File: config.mk
export PLATFORM = sky130hd
export DESIGN_NAME = rx_frm_ctrl
export DESIGN_NICKNAME = d
export VERILOG_FILES = /design/src/rtl/rx_frm_ctrl_pkg.sv /design/src/rtl/rx_frm_ctrl_lof_tmr.sv /design/src/rtl/rx_frm_ctrl.sv
export SDC_FILE = /design/constraint.sdc
export NUM_CORES = 1
export LEC_CHECK = 0
export ABC_AREA = 0
export CAP_MARGIN = 20
export CORE_MARGIN = 2
export CORE_UTILIZATION = 60
export CTS_BUF_LIST = sky130_fd_sc_hd__clkbuf_8
export CTS_CLUSTER_SIZE = 16
export DETAILED_ROUTE_END_ITERATION = 6
export GPL_ROUTABILITY_DRIVEN = 0
export HOLD_SLACK_MARGIN = 0.15
export PLACE_DENSITY = 0.88
export REMOVE_ABC_BUFFERS = 1
export SLEW_MARGIN = 20
export SYNTH_ARGS = -nofsm -noshare
export SYNTH_HDL_FRONTEND = slang
export SYNTH_SLANG_ARGS = --single-unit
File: constraint.sdc
create_clock -name clk19 -period 5.3 [get_ports clk19]
set_input_delay 0.53 -clock clk19 [delete_from_list [all_inputs] [get_ports clk19]]
set_output_delay 0.53 -clock clk19 [all_outputs]
set_load 0.01 [all_outputs]
File: src/rtl/rx_frm_ctrl_pkg.sv
// rx_frm_ctrl_pkg: STM-1 framing constants and framer state encoding shared by the frame controller
package rx_frm_ctrl_pkg;
  typedef enum logic [1:0] {HUNT = 2'd0, PRESYNC = 2'd1, SYNC = 2'd2} st_t;
  localparam int STM1_FRM_LEN = 2430;
  localparam int COLS = 270;
  localparam int ROWS = 9;
  localparam int TOH_COLS = 9;
endpackage

File: src/rtl/rx_frm_ctrl_lof_tmr.sv
// lof_tmr: persistence filter turning the out-of-frame flag into the loss-of-frame flag
// ports: clk/rst (sync, active-high), oof in, lof out (changes only after oof differs for LOF_CLK cycles)
module lof_tmr import rx_frm_ctrl_pkg::*; #(
  parameter int LOF_CLK = 58320
) (
  input  logic clk,
  input  logic rst,
  input  logic oof,
  output logic lof
);
  localparam int W = $clog2(LOF_CLK);
  logic [W-1:0] cnt;
  always_ff @(posedge clk)
    if (rst) begin
      cnt <= '0;
      lof <= 1'b0;
    end else if (oof == lof) cnt <= '0;
    else if (cnt == W'(LOF_CLK - 1)) begin
      cnt <= '0;
      lof <= ~lof;
    end else cnt <= cnt + 1'b1;
endmodule

File: src/rtl/rx_frm_ctrl.sv
// rx_frm_ctrl: STM-1 receive frame controller (hunt/presync/sync FSM, byte/row/col counter, OOF/LOF)
// ports: clk19/rst19 byte clock and sync reset; sof start-of-frame pulse; frc_hunt CPU re-hunt request;
//        state, oof, lof, rehunt, fvld, bcnt, row, col, toh all registered outputs
module rx_frm_ctrl import rx_frm_ctrl_pkg::*; #(
  parameter int FRM_LEN = STM1_FRM_LEN,
  parameter int PRE_N   = 2,
  parameter int OOF_N   = 4,
  parameter int LOF_CLK = 58320
) (
  input  logic        clk19,
  input  logic        rst19,
  input  logic        sof,
  input  logic        frc_hunt,
  output logic [1:0]  state,
  output logic        oof,
  output logic        lof,
  output logic        rehunt,
  output logic        fvld,
  output logic [11:0] bcnt,
  output logic [3:0]  row,
  output logic [8:0]  col,
  output logic        toh
);
  st_t st, st_nxt;
  logic [7:0] good, good_nxt, err, err_nxt;
  logic rh, load, at_exp, wrap, col_end;
  logic [11:0] bcnt_nxt;
  logic [3:0] row_nxt;
  logic [8:0] col_nxt;
  // the expected position is the last byte of the frame: a sof sampled here lands on byte 0
  assign at_exp = bcnt == 12'(FRM_LEN - 1);
  assign wrap = load | at_exp;
  assign col_end = col == 9'(COLS - 1);
  assign bcnt_nxt = wrap ? '0 : bcnt + 12'd1;
  assign col_nxt = (wrap | col_end) ? '0 : col + 9'd1;
  assign row_nxt = wrap ? '0 : col_end ? (row == 4'(ROWS - 1) ? '0 : row + 4'd1) : row;
  assign state = st;
  always_comb begin
    st_nxt = st;
    good_nxt = good;
    err_nxt = err;
    rh = 1'b0;
    load = 1'b0;
    if (frc_hunt) begin
      st_nxt = HUNT;
      good_nxt = '0;
      err_nxt = '0;
      rh = 1'b1;
    end else
      case (st)
        HUNT:
          if (sof) begin
            st_nxt = PRESYNC;
            good_nxt = 8'd1;
            load = 1'b1;
          end
        PRESYNC:
          if (sof != at_exp) begin
            st_nxt = HUNT;
            good_nxt = '0;
            rh = 1'b1;
          end else if (at_exp) begin
            good_nxt = good + 8'd1;
            st_nxt = good_nxt >= 8'(PRE_N) ? SYNC : PRESYNC;
          end
        SYNC:
          if (at_exp) begin
            err_nxt = sof ? '0 : err + 8'd1;
            if (err_nxt >= 8'(OOF_N)) begin
              st_nxt = HUNT;
              err_nxt = '0;
              good_nxt = '0;
              rh = 1'b1;
            end
          end
        default: st_nxt = HUNT;
      endcase
  end
  always_ff @(posedge clk19)
    if (rst19) begin
      st <= HUNT;
      good <= '0;
      err <= '0;
    end else begin
      st <= st_nxt;
      good <= good_nxt;
      err <= err_nxt;
    end
  // rehunt is masked by its own previous value so back-to-back requests never stretch the pulse
  always_ff @(posedge clk19)
    if (rst19) begin
      oof <= 1'b1;
      rehunt <= 1'b0;
      fvld <= 1'b0;
      toh <= 1'b0;
      bcnt <= '0;
      row <= '0;
      col <= '0;
    end else begin
      oof <= st_nxt != SYNC;
      rehunt <= rh & ~rehunt;
      fvld <= st_nxt != HUNT;
      toh <= (st_nxt != HUNT) && (col_nxt < 9'(TOH_COLS));
      bcnt <= bcnt_nxt;
      row <= row_nxt;
      col <= col_nxt;
    end
  lof_tmr #(.LOF_CLK(LOF_CLK)) u_lof (.clk(clk19), .rst(rst19), .oof(oof), .lof(lof));
endmodule

==> results of run 1 <==
layout make-up:
| type | count | area, um^2 |
|---|---|---|
| multi-input combinational | 270 | 1720 |
| fill | 407 | 1400 |
| sequential | 64 | 1280 |
| timing repair buffer | 35 | 350 |
| clock buffer | 9 | 124 |
| tap | 70 | 87.6 |
| clock inverter | 6 | 77.6 |
| inverter | 16 | 60.1 |
final timing paths:
kind	endpoint	slack (ns)
setup / recovery	good[6]	2.47
hold / removal	rehunt	0.43
setup reg to reg	good[6]	2.47
hold reg to reg	rehunt	0.43
layout by cell type (no fill, tap or decap), types with 3 or more instances in the layout:
cell type | synthesis | layout
nand4_1 | 10 | 10
dfxtp_1 | 64 | 64
a31oi_1 | 4 | 4
a21oi_1 | 21 | 21
o21ai_0 | 15 | 15
ha_1 | 15 | 15
xor2_1 | 19 | 19
nor2_1 | 58 | 58
or4_1 | 7 | 7
nand2b_1 | 4 | 4
nor2b_1 | 3 | 3
mux2i_1 | 4 | 4
nand2_1 | 18 | 18
or3_1 | 5 | 5
clkdlybuf4s50_1 | 0 | 35
and4_1 | 3 | 3
or2_2 | 3 | 3
inv_1 | 15 | 17
nand3_1 | 12 | 12
clkbuf_8 | 1 | 9
nor3_1 | 6 | 6
and3_1 | 17 | 17
xnor2_1 | 13 | 13
through the flow:
stage	util, %	power, mW	hold WS (ns)	area [um^2]	instances
floorplan	-	0.537	0.430	3070	350
global route	72.5	1.02	0.465	3700	470
finish	72.5	0.985	0.430	3700	470
CTS	72.5	0.994	0.433	3700	470
global placement	68.6	0.559	0.411	3500	455
detailed placement	68.6	0.561	0.424	3500	455
worst max-delay path: cells and delay by family (launching register included):
family | cells | cell delay, ns
compound gates | 1 | 0.14
simple gates | 5 | 1.75
buf+inv | 1 | 0.12
flops | 1 | 0.44
fa+ha+maj | 1 | 0.31
per-layer routing:
metal  global-route usage (%)  routed length [um]  vias up
met5                        0                   0        -
met4                     6.91                  40        0
met3                     9.36                 357        5
met2                     37.1                2970       54
met1                     26.6                2960     1235
li1                         -                   -     1337
logic make-up after synthesis:
logic type | synth area share, %
mux | 1.27
buf+inv | 4.80
compound gates | 11.5
flops | 40.6
xor+xnor | 8.88
fa+ha+maj | 5.95
simple gates | 27.0
power by group:
part,switching [mW],internal [mW],total (mW)
clock network,0.178,0.257,0.435
registers,0.00920,0.488,0.497
logic,0.0297,0.0232,0.0529
registers in the layout (all words and copies together) (netlist names):
| signal | cells |
|---|---|
| bcnt | 12 |
| col | 9 |
| err | 8 |
| fvld | 1 |
| good | 8 |
| oof | 1 |
| rehunt | 1 |
| row | 4 |
| state | 2 |
| toh | 1 |
| u_lof.cnt | 16 |
| u_lof.lof | 1 |
==> out/qor.yml, run 1 <==
drt:
  routed_wl_mm: 6.33
  vias: 2631
  dr.pass1.iters: 4
  drt_iter0_markers: 148
  postRouteAntennaNets: 0
  post_drt_wl_per_cell_um: 13.5
  via_per_inst: 5.60
  drc: 0
grt:
  track_usage_pct: 22.4
  grt_pass1_vias: 2411
  grt_max_degree: 20
  grt_pass1_wl_mm: 10.6
  grt-ovfl-total: 0
  antenna_found_initial: 0
floorplan:
  die-height_um: 76.5
  num_rows: 26
  ios: 36
  core_um2: 5110
  start_util_pct: 61.8
  die_x_um: 76.5
  dieArea_um2: 5860
layout:
  area_growth_pct: 17.4
  final_nets: 415
  antenna_cells: 0
  drive_above_1_share_pct: 6.00
placed_design:
  dp_slack_ns: 2.44
  port_buffers: 35
  dp_hpwl_mm: 4.37
power:
  vdd_drop_max_mv: 0.250
  cellPowerDensity_nw_per_um2: 266
  power_leakage_nw: 1.43
logic_synthesis:
  yosysSeqAreaShare_pct: 40.6
  synth-seq-cells: 64
  ys_top_cells_by_area: "dfxtp_1, nor2_1, ha_1, xor2_1, xnor2_1"
  synth_enable_flop_cells: 0
  synth_top_cell_by_area: "dfxtp_1"
  yosysWarnings: 0
  synth.most_common_cell: "dfxtp_1"
  synth.avg_cell_area_um2: 8.77
  async_flop_share_pct: 0
  netlist.area_leader.share_pct: 40.6
  netlist_area_um2: 3160
  synth_ff_type: "dfxtp_1"
  yosysUniqueCellTypes: 52
  synth_cells: 360
  synth_commonest_cells: "dfxtp_1, nor2_1, a21oi_1"
sta:
  period_share_pct: 53.5
  fin_worst_skew_ns: 0.00722
  rsz0062_at_grt: "no"
  period_minus_slack_ns: 2.83
  tns_ns: 0
  max-slew-margin-rel_pct: 46.7
  fmax_ghz: 0.353
  hold_viol: 0
  final_max_slew_viol_count: 0
  tightestPinTransition_ns: 0.779
  worst_slack_ns: 2.47
  setup_viol: 0
worst_setup_path:
  cpMaxStageDelayCell: "or4_1"
  reg2reg_from: "bcnt[6]"
  end_kind: "flop"
  cp.required_ns: 5.57
  r2r_cells: 8
  cp_slowest_stage_delay_ns: 0.56
  critical_path_class: "flop to flop"
  arrival_ns: 3.11
  crit_path_start_kind: "flop"
  critPathMaxFanout: 11
  critPathLaunch: "bcnt[6]"
  path_cells: "or3b_1, nor3_4, inv_2, ha_1, nor2b_1, nand2_1, or4_1, a21oi_1"
hold_path:
  hold_depth: 1
  hp-class: "flop to flop"
  min_from: "rehunt"
clocking:
  cts_root_buf: "clkbuf_8"
  insertion_delay_ns: 0.34
  htree_levels: 3
  clock-sinks: 64
  post-cts-setup-buffers: 0
  cts_tree: "built"
  clk_path_buf_depth: 2
  numCtsBuffers: 9
  clkSlewWorstSetupHoldPaths_ns: 0.07
  postCtsHoldBufs: 0
  ctsResizeCount: 0
outcome:
  status: "complete, no violations"
flow_run:
  cap_violations: 0
Power figures use the tool's default switching activity.
==> inputs of run 2 (changes only) <==
--- a/config.mk
+++ b/config.mk
@@ -8,13 +8,13 @@
 export ABC_AREA = 0
 export CAP_MARGIN = 20
 export CORE_MARGIN = 2
-export CORE_UTILIZATION = 60
+export CORE_UTILIZATION = 58
 export CTS_BUF_LIST = sky130_fd_sc_hd__clkbuf_8
 export CTS_CLUSTER_SIZE = 16
 export DETAILED_ROUTE_END_ITERATION = 6
 export GPL_ROUTABILITY_DRIVEN = 0
 export HOLD_SLACK_MARGIN = 0.15
-export PLACE_DENSITY = 0.88
+export PLACE_DENSITY = 0.86
 export REMOVE_ABC_BUFFERS = 1
 export SLEW_MARGIN = 20
 export SYNTH_ARGS = -nofsm -noshare
==> constraint.sdc (replaced) <==
create_clock -name clk19 -period 2.95 [get_ports clk19]
set_input_delay 0.295 -clock clk19 [delete_from_list [all_inputs] [get_ports clk19]]
set_output_delay 0.295 -clock clk19 [all_outputs]
set_load 0.01 [all_outputs]
==> run 2 against run 1 <==
  * Total power up 100%
  * Setup slack worse by 2.3 ns
  * Worst hold slack better by 0.051 ns
  * Design area up 2.2%
  * Clock power up 120%
  * Routed wire length up 8.5%
  * Sequential cell count unchanged
  * Via count up 2.9%
  * Critical path type unchanged
  * Critical endpoint is now good[4]
==> out/qor.yml, run 2 (same netlist as run 1, synthesis figures left out) <==
outcome:
  status: "complete, no violations"
worst_setup_path:
  reg2reg_from: "bcnt[0]"
  critical_path_class: "flop to flop"
  critPathMaxFanout: 11  # unchanged
  cp.required_ns: 3.22  # -2.35 ns
  arrival_ns: 3.03  # -0.08 ns
  critPathLaunch: "bcnt[0]"
  crit_path_start_kind: "flop"
  end_kind: "flop"
layout:
  num-fill-cells: 359  # -12%
  largest_reg_flops: 16  # unchanged
  largest-register: "u_lof.cnt"
  antenna_cells: 0  # unchanged
  final_nets: 417  # +0.48%
  largestRegisters: "u_lof.cnt x16, bcnt x12, col x9"
  final_cell_mix: "dfxtp_1, nor2_1, clkdlybuf4s50_1"
  area_growth_pct: 19.9
  fin_util_pct: 73.2  # +0.64 points
  drive_above_1_share_pct: 7.44  # +1.4 points
  final_common_cell: "dfxtp_1"
power:
  power.share.clock_pct: 49.6  # +5.5 points
  vdd_drop_max_mv: 0.433  # +73%
  cellPowerDensity_nw_per_um2: 521  # +96%
  power_leakage_nw: 1.46  # +2.2%
  power_frac_seq_pct: 45.3  # -5.2 points
  switching_share_pct: 21.2  # -0.79 points
  switchingPower_uw: 417  # +93%
  p_comb_share_pct: 5.1  # -0.3 points
  p_int_mw: 1.55  # +100%
drt:
  dr.pass1.iters: 4  # unchanged
  vias: 2707  # +2.9%
  drt_iter0_markers: 117  # -21%
  postRouteAntennaNets: 0  # unchanged
  routed_wl_mm: 6.86  # +8.5%
  via_per_inst: 5.72  # +2.2%
  post_drt_wl_per_cell_um: 14.5  # +7.8%
  drc: 0  # unchanged
floorplan:
  num_rows: 26  # unchanged
  start_util_pct: 61.0  # -0.78 points
  die_x_um: 77.8  # +1.6%
  core_um2: 5170  # +1.3%
  die-height_um: 77.8  # +1.6%
  dieArea_um2: 6050  # +3.3%
  ios: 36  # unchanged
hold_path:
  min_from: "rehunt"
  hp-class: "flop to flop"
sta:
  tightestPinTransition_ns: 0.822  # +0.0435 ns
  max-slew-margin-rel_pct: 43.8  # -3.0 points
  hold_slack_ns: 0.481  # +0.0507 ns
  worst_slack_ns: 0.192  # -2.27 ns
  setup_viol: 0  # unchanged
  fmax_ghz: 0.363  # +2.7%
  fin_worst_skew_ns: 0.00920  # +0.00199 ns
  period_share_pct: 93.5  # +40 points
  final_max_slew_viol_count: 0  # unchanged
  period_minus_slack_ns: 2.76  # -0.0757 ns
  hold_viol: 0  # unchanged
  tns_ns: 0  # unchanged
  rsz0062_at_grt: "no"
grt:
  grt_pass1_vias: 2523  # +4.6%
  grt-ovfl-total: 0  # unchanged
  grt_max_degree: 20  # unchanged
  track_usage_pct: 23.6  # +1.1 points
  antenna_found_initial: 0  # unchanged
  grt_pass1_wl_mm: 11.4  # +7.4%
clocking:
  clkSlewWorstSetupHoldPaths_ns: 0.07  # about the same
  numCtsBuffers: 9  # unchanged
  cts_root_buf: "clkbuf_8"
  cts_tree: "built"
  insertion_delay_ns: 0.34  # about the same
  postCtsHoldBufs: 0  # unchanged
  clk_path_buf_depth: 2  # unchanged
  clock-sinks: 64  # unchanged
  htree_levels: 3  # unchanged
placed_design:
  dp_hpwl_mm: 4.54  # +4.0%
  port_buffers: 35  # unchanged
  dp_slack_ns: 0.191  # -2.25 ns
flow_run:
  cap_violations: 0  # unchanged
[run 2: critical path, stage by stage (launching register included)]
cell and delay [ns]:
dfxtp_1 0.42, ha_1 0.19, nand4b_1 0.17, nor3_4 0.31, inv_2 0.11, ha_1 0.31, nor2b_1 0.30, nand2_2 0.19
or4b_1 0.53, a21oi_1 0.15
[run 2: final timing paths]
path                  end  slack (ns)  cells after the start
setup / recovery  good[4]        0.19                      9
hold / removal     rehunt        0.48                      1
setup reg to reg  good[4]        0.19                      9
hold reg to reg    rehunt        0.48                      1
[run 2: repair_timing]
item                       in CTS  in global routing
gates resized for setup         0                  1
buffers inserted                0                  0
setup endpoints to repair       0                  5
[run 2: power groups by stage]
stage	logic (mW)	registers, mW	clock network, mW
2_1_floorplan	0.0520	0.913	0
3_3_place_gp	0.0961	0.911	0
3_5_place_dp	0.0986	0.912	0
4_1_cts	0.0998	0.893	0.981
5_1_grt	0.111	0.894	1.02
6_report	0.101	0.893	0.977
[run 2: cell type report]
cell class                 count  area (um^2)  share of cell area, %
clock inverter                 4         98.8                   2.61
clock buffer                  12          165                   4.36
sequential                    64         1280                   33.9
tap                           70         87.6                   2.31
multi-input combinational    270         1730                   45.6
inverter                      16         60.1                   1.59
timing repair buffer          37          365                   9.65
[run 2: per-layer routing]
| metal | track usage (%) | up-vias | wire length (um) |
|---|---|---|---|
| met2 | 39.4 | 71 | 3420 |
| li1 | - | 1338 | - |
| met5 | 0 | - | 0 |
| met3 | 9.65 | 12 | 414 |
| met4 | 8.57 | 0 | 93 |
| met1 | 27.0 | 1286 | 2930 |
[run 2: per-stage QoR]
stage	instance area, um^2	power (mW)	std cells
global placement	3520	1.01	457
global route	3780	2.03	473
CTS	3780	1.97	473
finish	3780	1.97	473
detailed placement	3520	1.01	457
floorplan	3070	0.965	350
